===== src/rtl/ov_dvp_tx.sv =====
// OV-style DVP camera transmitter: emits VSYNC/HREF/byte timing of an
// 8-bit parallel camera interface from an RGB565 stream or internal bars.
module ov_dvp_tx #(
    parameter int H_ACTIVE    = 640,
    parameter int H_BLANK     = 144,
    parameter int V_ACTIVE    = 480,
    parameter int VSYNC_LINES = 3,
    parameter int V_BACK      = 17,
    parameter int V_FRONT     = 10
) (
    input  logic        clk,
    input  logic        rst,
    input  logic        enable,
    input  logic        pattern_en,
    input  logic [15:0] pix_data,
    input  logic        pix_valid,
    output logic        pix_ready,
    output logic        cam_PCLK,
    output logic        cam_VSYNC,
    output logic        cam_HREF,
    output logic [7:0]  cam_data,
    output logic        frame_start,
    output logic        underflow
);

    localparam int LINE_SLOTS = 2 * H_ACTIVE + H_BLANK;
    localparam int COL_W      = $clog2(LINE_SLOTS + 1);
    localparam int LINE_W     = $clog2(VSYNC_LINES + V_BACK + V_ACTIVE + V_FRONT + 1);
    localparam int BAR_W      = H_ACTIVE / 8;
    localparam int BAR_DIV    = (BAR_W > 0) ? BAR_W : 1;

    localparam logic [COL_W-1:0] COL_LAST  = COL_W'(LINE_SLOTS - 1);
    localparam logic [COL_W-1:0] ACT_SLOTS = COL_W'(2 * H_ACTIVE);

    typedef enum logic [2:0] {
        ST_IDLE,
        ST_VSYNC,
        ST_VBACK,
        ST_ACTIVE,
        ST_VFRONT
    } state_t;

    state_t            state, state_n;
    logic [COL_W-1:0]  col, col_n;
    logic [LINE_W-1:0] line, line_n;
    logic              pattern_mode;
    logic [7:0]        low_byte;
    logic              next_href;
    logic              next_byte0;
    logic              vsync_rise;
    logic [15:0]       next_pixel;

    // Index of the last line spent in each vertical region.
    function automatic logic [LINE_W-1:0] last_line(input state_t s);
        case (s)
            ST_VSYNC:  last_line = LINE_W'(VSYNC_LINES - 1);
            ST_VBACK:  last_line = LINE_W'(V_BACK - 1);
            ST_ACTIVE: last_line = LINE_W'(V_ACTIVE - 1);
            ST_VFRONT: last_line = LINE_W'(V_FRONT - 1);
            default:   last_line = '0;
        endcase
    endfunction

    // Eight full-scale colour bars; columns past the last whole bar are black.
    function automatic logic [15:0] bar_colour(input logic [COL_W-1:0] pix);
        int idx;
        idx = (BAR_W == 0) ? 8 : int'(pix) / BAR_DIV;
        case (idx)
            0:       bar_colour = 16'hFFFF; // white
            1:       bar_colour = 16'hFFE0; // yellow
            2:       bar_colour = 16'h07FF; // cyan
            3:       bar_colour = 16'h07E0; // green
            4:       bar_colour = 16'hF81F; // magenta
            5:       bar_colour = 16'hF800; // red
            6:       bar_colour = 16'h001F; // blue
            default: bar_colour = 16'h0000; // black
        endcase
    endfunction

    // Position and attributes of the byte slot that starts at the next PCLK fall.
    always_comb begin
        state_n = state;
        col_n   = col;
        line_n  = line;
        if (state == ST_IDLE) begin
            if (enable) state_n = ST_VSYNC;
        end else if (col == COL_LAST) begin
            col_n = '0;
            if (line == last_line(state)) begin
                line_n = '0;
                case (state)
                    ST_VSYNC:  state_n = ST_VBACK;
                    ST_VBACK:  state_n = ST_ACTIVE;
                    ST_ACTIVE: state_n = ST_VFRONT;
                    ST_VFRONT: state_n = enable ? ST_VSYNC : ST_IDLE;
                    default:   state_n = ST_IDLE;
                endcase
            end else begin
                line_n = line + 1'b1;
            end
        end else begin
            col_n = col + 1'b1;
        end
        next_href  = (state_n == ST_ACTIVE) && (col_n < ACT_SLOTS);
        next_byte0 = next_href && !col_n[0];
        vsync_rise = (state_n == ST_VSYNC) && (state != ST_VSYNC);
        pix_ready  = cam_PCLK && next_byte0 && !pattern_mode;
        if (pattern_mode)   next_pixel = bar_colour(col_n >> 1);
        else if (pix_valid) next_pixel = pix_data;
        else                next_pixel = 16'h0000;
    end

    // Timing state and bus outputs; everything advances only at a slot start.
    always_ff @(posedge clk) begin
        if (rst) begin
            state        <= ST_IDLE;
            col          <= '0;
            line         <= '0;
            cam_PCLK     <= 1'b0;
            cam_VSYNC    <= 1'b0;
            cam_HREF     <= 1'b0;
            cam_data     <= 8'h00;
            frame_start  <= 1'b0;
            underflow    <= 1'b0;
            pattern_mode <= 1'b0;
        end else begin
            cam_PCLK    <= ~cam_PCLK;
            frame_start <= cam_PCLK && vsync_rise;
            if (cam_PCLK) begin
                state     <= state_n;
                col       <= col_n;
                line      <= line_n;
                cam_VSYNC <= (state_n == ST_VSYNC);
                cam_HREF  <= next_href;
                if (next_byte0)     cam_data <= next_pixel[15:8];
                else if (next_href) cam_data <= low_byte;
                else                cam_data <= 8'h00;
                if (vsync_rise) pattern_mode <= pattern_en;
                if (pix_ready && !pix_valid) underflow <= 1'b1;
            end
        end
    end

    // Low byte of the current pixel, held for the second slot of the pair.
    always_ff @(posedge clk) begin
        if (cam_PCLK && next_byte0) low_byte <= next_pixel[7:0];
    end

endmodule


===== config.mk =====
export PLATFORM = sky130hd
export DESIGN_NAME = ov_dvp_tx
export DESIGN_NICKNAME = d
export VERILOG_FILES = /design/src/rtl/ov_dvp_tx.sv
export SDC_FILE = /design/constraint.sdc
export NUM_CORES = 1
export LEC_CHECK = 0
export BUFFER_PORTS_ARGS = -buffer_cell sky130_fd_sc_hd__buf_4
export CAP_MARGIN = 20
export CORE_MARGIN = 5
export CORE_UTILIZATION = 60
export CTS_BUF_LIST = sky130_fd_sc_hd__clkbuf_4
export DETAILED_ROUTE_END_ITERATION = 8
export PLACE_DENSITY = 0.9
export SLEW_MARGIN = 20
export SYNTH_ARGS = -nofsm -noshare
export SYNTH_HDL_FRONTEND = slang
export SYNTH_SLANG_ARGS = --single-unit

===== constraint.sdc =====
create_clock -name clk -period 4.4 [get_ports clk]
set_input_delay 0.44 -clock clk [delete_from_list [all_inputs] [get_ports clk]]
set_output_delay 0.44 -clock clk [all_outputs]
set_load 0.02 [all_outputs]

==> flow_metrics.tcl, run 1 <==
set metrics [dict create \
    holdWs_ns 0.314 \
    hold_path_class "in2reg" \
    grt_usage_pct 22.0 \
    finalSetupTns_ns 0 \
    portBuffers 34 \
    max_stage_delay_ns 0.68 \
    synth_top_cell_area_share_pct 27.4 \
    synth.largest_area_cell "dfxtp_1" \
    postCtsSetupBuffers 0 \
    synth_common_cells "nor2_1, dfxtp_1, nand2_1, a21oi_1, clkbuf_1" \
    worstPathMaxFanout 8 \
    reg2reg_from "col[0]" \
    yosysSeqAreaShare_pct 36.3 \
    whs_path_depth 3 \
    power_frac_seq_pct 55.4 \
    die_y_microns 77.1 \
    final.setup.worst_slack_ns 0.303 \
    n_antenna_cell 0 \
    syn_nets 348 \
    postCtsHoldBufs 0 \
    clock_skew_ns 0.0124 \
    status "complete, no violations" \
    synth_flop_cell "dfxtp_1" \
    async_flop_share_pct 0 \
    ant_nets 0 \
    cp-start-kind "flop" \
    row_count 24 \
    synthTopCellsByArea "dfxtp_1, edfxtp_1, nor2_1, nand2_1, a21oi_1" \
    r2r_end "low_byte[0]" \
    avgRoutedWirePerCell_microns 16.0 \
    ys_ff_latch 45 \
    fin_crit_ns 4.10 \
    fp.dieW_microns 77.1 \
    syn2layout_area_growth_pct 12.6 \
    drt_first_pass_iters 7 \
    swShare_pct 30.3 \
    ioPinCount 35 \
    rr_worst_depth 14 \
    finalCoreUtilization_pct 69.8 \
    worst-setup-path-type "reg2reg" \
    r2r_setup_slack_ns 0.30 \
    place.gp.congestion 0.926 \
    end_kind "flop" \
    drcViolationCount 0 \
    fp.coreArea_sq_um 4350 \
    slowest_stage "or4b_1" \
    clock_power_share_pct 25.2 \
    min_period_over_period_pct 93.1 \
    dp_hpwl_mm 4.62 \
    p_int_mw 0.551 \
    detail_route.iter0.violations 217 \
    viasPerCell 6.27 \
    cts_made_buffers 5 \
    nFillCells 344 \
    path_clk_slew_ns 0.13 \
    synth-edff-count 8 \
    leakagePower_nw 1.17 \
    synth_cell_type_count 58 \
    grt_pass1_vias 2389 \
    htree_levels 2 \
    syn_avg_cell_area_sq_um 8.33 \
    netlist_area_sq_um 2700 \
    nNetsFinal 377 \
    vias 2545 \
    cts_tree "done" \
    yosysMostFrequentCell "nor2_1" \
    netlist_instances 324 \
    setup_violations 0 \
    start_util_pct 62.0 \
    yosysWarningCount 0 \
    antenna_found_initial 0 \
    peakVddDrop_uv 112 \
    dp_slack_ns 0.300 \
    max_freq_mhz 244 \
    cts_sinks 45 \
    hold_violations 0 \
    maxSlewViolCount 0 \
    p_comb_share_pct 19.5 \
    grt_max_degree 29 \
    switchingPower_mw 0.240 \
    clock_latency_ns 0.37 \
    crit_chain "ha_1 -> nand3_1 -> or4b_1 -> o21a_1 -> o22ai_2 -> inv_1 -> ha_1 -> nor2_1 -> nor2_1 -> o21ai_0 -> o211ai_1 -> o221a_4 -> o21a_4 -> o41ai_1" \
    max_cap_viol_count 0 \
    slew_headroom_pct 28.2 \
    worst_pin_slew_ns 1.07 \
    cts_max_path_buffers 2 \
    instances_no_fill 406 \
    clockRootBuffer "clkbuf_4" \
    powerDensity_nw_per_um2 260 \
    grt_pass1_wl_mm 11.0 \
    cp.required_ns 4.57 \
    grt.overflow.total 0 \
    drive_gt1_share_pct 18.6 \
    dieArea_sq_um 5940 \
    crit_arrival_ns 4.27 \
    hold_end "pattern_mode" \
    hp-start "pattern_en" \
    wl_mm 6.50 \
    dp.cells 398 \
]
layer usage:
layer  GRT usage [%]  part of all wire, %
met4            10.1                  2.4
met5               0                    0
met1            27.6                   42
met3            3.51                  5.6
met2            36.7                   50
per-stage QoR:
step	area (sq um)	power, mW
global route	3040	0.828
floorplan	2700	0.551
CTS	3030	0.788
detailed placement	2980	0.594
global placement	2980	0.590
finish	3040	0.790
worst max-delay path by stage:
stage / end / startpoint / depth (start not counted) / slack [ns]
6_report: low_byte[0] / col[0] / 14 / 0.30
5_1_grt: low_byte[2] / col[0] / 14 / -0.005
4_1_cts: low_byte[0] / col[0] / 14 / 0.28
3_5_place_dp: low_byte[0] / col[0] / 14 / 0.30
3_3_place_gp: low_byte[3] / col[0] / 14 / 0.54
2_1_floorplan: low_byte[0] / col[0] / 16 / 0.60
cell type report:
type / count / area (sq um) / area share (%)
clock inverters: 3 / 17.5 / 0.576
inverters: 7 / 26.3 / 0.865
clock buffers: 5 / 37.5 / 1.24
multi-input cells: 254 / 1610 / 53.0
repair buffers: 40 / 300 / 9.88
flip-flops and latches: 45 / 981 / 32.3
well taps: 52 / 65.1 / 2.14
registers in the layout, summed over array words and instances, names as in the netlist, 3 cells and up:
name,count
line,9
state,3
low_byte,8
cam_data,8
col,11
power by group through the flow:
stage	Combinational (mW)	Sequential [mW]	Clock, mW
CTS	0.149	0.437	0.201
global placement	0.144	0.446	0
global route	0.168	0.439	0.222
floorplan	0.107	0.444	0
finish	0.154	0.438	0.199
detailed placement	0.148	0.446	0
critical path: cells and delay by family (launching register included):
| kind | cells | cell delay, ns |
|---|---|---|
| fa+ha+maj | 2 | 0.59 |
| compound gates | 7 | 1.57 |
| simple gates | 4 | 1.16 |
| flops | 1 | 0.44 |
| buf+inv | 1 | 0.12 |
what timing repair did:
action	CTS	global route
setup endpoints to repair	0	5
endpoints found under the hold margin	0	0
resized for setup	0	1
layout by cell type (no fill, tap or decap), types with 4 or more instances in the layout:
cell | synthesis | routed
nor2_1 | 51 | 51
buf_4 | 0 | 40
nand2_1 | 37 | 37
dfxtp_1 | 37 | 37
a21oi_1 | 21 | 21
nand3_1 | 11 | 11
xor2_1 | 10 | 10
mux2i_1 | 9 | 9
a211oi_1 | 8 | 8
edfxtp_1 | 8 | 8
inv_1 | 7 | 7
o31ai_1 | 7 | 7
o21ai_0 | 7 | 7
xnor2_1 | 6 | 6
a31oi_1 | 6 | 6
nor3_1 | 6 | 5
a21o_1 | 5 | 5
nand4_1 | 5 | 5
o41ai_1 | 5 | 5
clkbuf_4 | 0 | 5
nor4_1 | 4 | 4
nand2b_1 | 4 | 4
kinds of logic (layout without fill, tap and decap cells):
family                     after synthesis  after routing  share of synthesized area [%]
AOI/OAI and AO/OA                       86             86                           24.4
xor gates and xnor gates                16             16                           5.19
adders and majority gates                3              3                           1.39
buffers and inverters                   25             55                           4.17
DFF                                     45             45                           36.3
muxes                                    9              9                           3.34
and+or+nand+nor                        140            140                           25.2
No activity file was read; power rests on OpenSTA's default activity.
==> run 2: changes to the inputs <==
--- a/config.mk
+++ b/config.mk
@@ -6,12 +6,12 @@
 export NUM_CORES = 1
 export LEC_CHECK = 0
 export BUFFER_PORTS_ARGS = -buffer_cell sky130_fd_sc_hd__buf_4
-export CAP_MARGIN = 20
 export CORE_MARGIN = 5
 export CORE_UTILIZATION = 60
 export CTS_BUF_LIST = sky130_fd_sc_hd__clkbuf_4
 export DETAILED_ROUTE_END_ITERATION = 8
 export PLACE_DENSITY = 0.9
+export RECOVER_POWER = 25
 export SLEW_MARGIN = 20
 export SYNTH_ARGS = -nofsm -noshare
 export SYNTH_HDL_FRONTEND = slang
==> run 2 against run 1 <==
Hold slack improved by 0.0045 ns. Routed wire length decreased by 0.38%. Clock power about the same. Sequential share of layout area grew 0.53 points. Cell count is the same. Clock skew decreased by 0.00077 ns. Flip-flop and latch count unchanged. First-iteration DRC count is 7.8% lower.
==> flow_metrics.tcl, run 2 (synthesis results as in run 1) <==
set metrics [dict create \
    syn2layout_area_growth_pct 10.8 \
    status "complete, no violations" \
    clock_latency_ns 0.36 \
    slowest_stage "or4b_1" \
    cts_sinks 45 \
    detail_route.iter0.violations 200 \
    setup_violations 0 \
    powerDensity_nw_per_um2 263 \
    cp.required_ns 4.56 \
    postCtsHoldBufs 0 \
    grt_pass1_vias 2389 \
    drive_gt1_share_pct 15.0 \
    clockRootBuffer "clkbuf_4" \
    leakagePower_nw 1.11 \
    max_freq_mhz 242 \
    row_count 24 \
    start_util_pct 62.0 \
    viasPerCell 6.25 \
    max_cap_viol_count 0 \
    holdWs_ns 0.319 \
    final_area_sq_um 2990 \
    peakVddDrop_uv 111 \
    fin_crit_ns 4.13 \
    path_clk_slew_ns 0.13 \
    max_stage_delay_ns 0.68 \
    slew_headroom_pct 11.5 \
    nNetsFinal 377 \
    cp.buffers_inverters 1 \
    clock_skew_ns 0.0117 \
    met3_length_microns 335 \
    hold_path_class "in2reg" \
    min_period_over_period_pct 93.8 \
    end_kind "flop" \
    drcViolationCount 0 \
    place.gp.congestion 0.926 \
    wl_met1_mm 2.74 \
    wl_met2_mm 3.22 \
    crit_family "compound AO/OA/AOI/OAI gates" \
    grt_max_degree 29 \
    die_y_microns 77.1 \
    worst-setup-path-type "reg2reg" \
    worstPathMaxFanout 8 \
    final_common_cell "nor2_1" \
    top_register "col" \
    ioPinCount 35 \
    finalCoreUtilization_pct 68.7 \
    cts_tree "done" \
    reg.largest.list "col: 11 flops, line: 9 flops" \
    portBuffers 34 \
    maxSlewViolCount 0 \
    fp.coreArea_sq_um 4350 \
    cts_made_buffers 5 \
    grt_usage_pct 22.0 \
    avgRoutedWirePerCell_microns 16.0 \
    crit_chain "ha_1 -> nand3_1 -> or4b_1 -> o21a_1 -> o22ai_2 -> inv_1 -> ha_1 -> nor2_1 -> nor2_1 -> o21ai_0 -> o211ai_1 -> o221a_4 -> o21a_4 -> o41ai_1" \
    dieArea_sq_um 5940 \
    htree_levels 2 \
    crit_arrival_ns 4.28 \
    n_antenna_cell 0 \
    vias 2539 \
    ant_nets 0 \
    drt_first_pass_iters 5 \
    grt_pass1_wl_mm 11.0 \
    top_layer_used "met4" \
    hold_violations 0 \
    antenna_found_initial 0 \
    placed_cell_area_sq_um 2980 \
    fp.dieW_microns 77.1 \
    cts_max_path_buffers 2 \
    grt.overflow.total 0 \
    dp_hpwl_mm 4.62 \
    cp-start-kind "flop" \
    largest_reg_flops 11 \
    worst_pin_slew_ns 1.33 \
    final_cell_mix "nor2_1, nand2_1, dfxtp_1, buf_4, a21oi_1" \
    wl_mm 6.48 \
]
==> run 2: cell types whose count changed in the layout (fill, tap and decap cells not counted), sizes merged <==
cell and delta:
clkbuf +13, buf -13
==> run 2: final timing paths <==
check,start,to,slack [ns],cells past startpoint
setup reg to reg,col[0],low_byte[0],0.27,14
hold reg to reg,cam_data[6],cam_data[6],0.47,2
hold / removal,pattern_en,pattern_mode,0.32,3
setup / recovery,col[0],low_byte[0],0.27,14
==> run 2: layout make-up <==
cell class                      count  area, sq um
Timing Repair Buffer               40          251
Inverter                            7         26.3
Tap cell                           52         65.1
Multi-Input combinational cell    254         1610
Sequential cell                    45          981
Fill cell                         366         1360
Clock buffer                        5         37.5
Clock inverter                      3         17.5
==> run 2: tightest hold or removal path, cell delays in order <==
cell and delay (ns):
buf_4 0.08, mux2i_1 0.05, nor2_1 0.08
==> run 2: what timing repair did <==
action	CTS	global route
buffers inserted	0	0
gates resized for setup	0	1
setup endpoints to repair	0	5
==> run 2: power by group <==
group | total [mW] | internal [mW] | switching [mW]
clock network | 0.198 | 0.0612 | 0.136
logic | 0.152 | 0.0617 | 0.0906
registers | 0.437 | 0.427 | 0.0107
total | 0.787 | 0.550 | 0.238
==> run 2: layer usage <==
metal  track usage (%)  up-vias
met2              36.7       84
met4              10.1        0
met3              3.51       17
li1                  -     1238
met5                 0        -
met1              27.6     1200
==> run 2: stage by stage <==
step	std cells	setup WS [ns]	TNS [ns]	power, mW
final	406	0.272	0	0.787
after global routing	406	-0.00496	-0.00496	0.827
after CTS	406	0.280	0	0.788
after detailed placement	398	0.300	0	0.594
after global placement	398	0.537	0	0.590
after floorplan	324	0.596	0	0.551
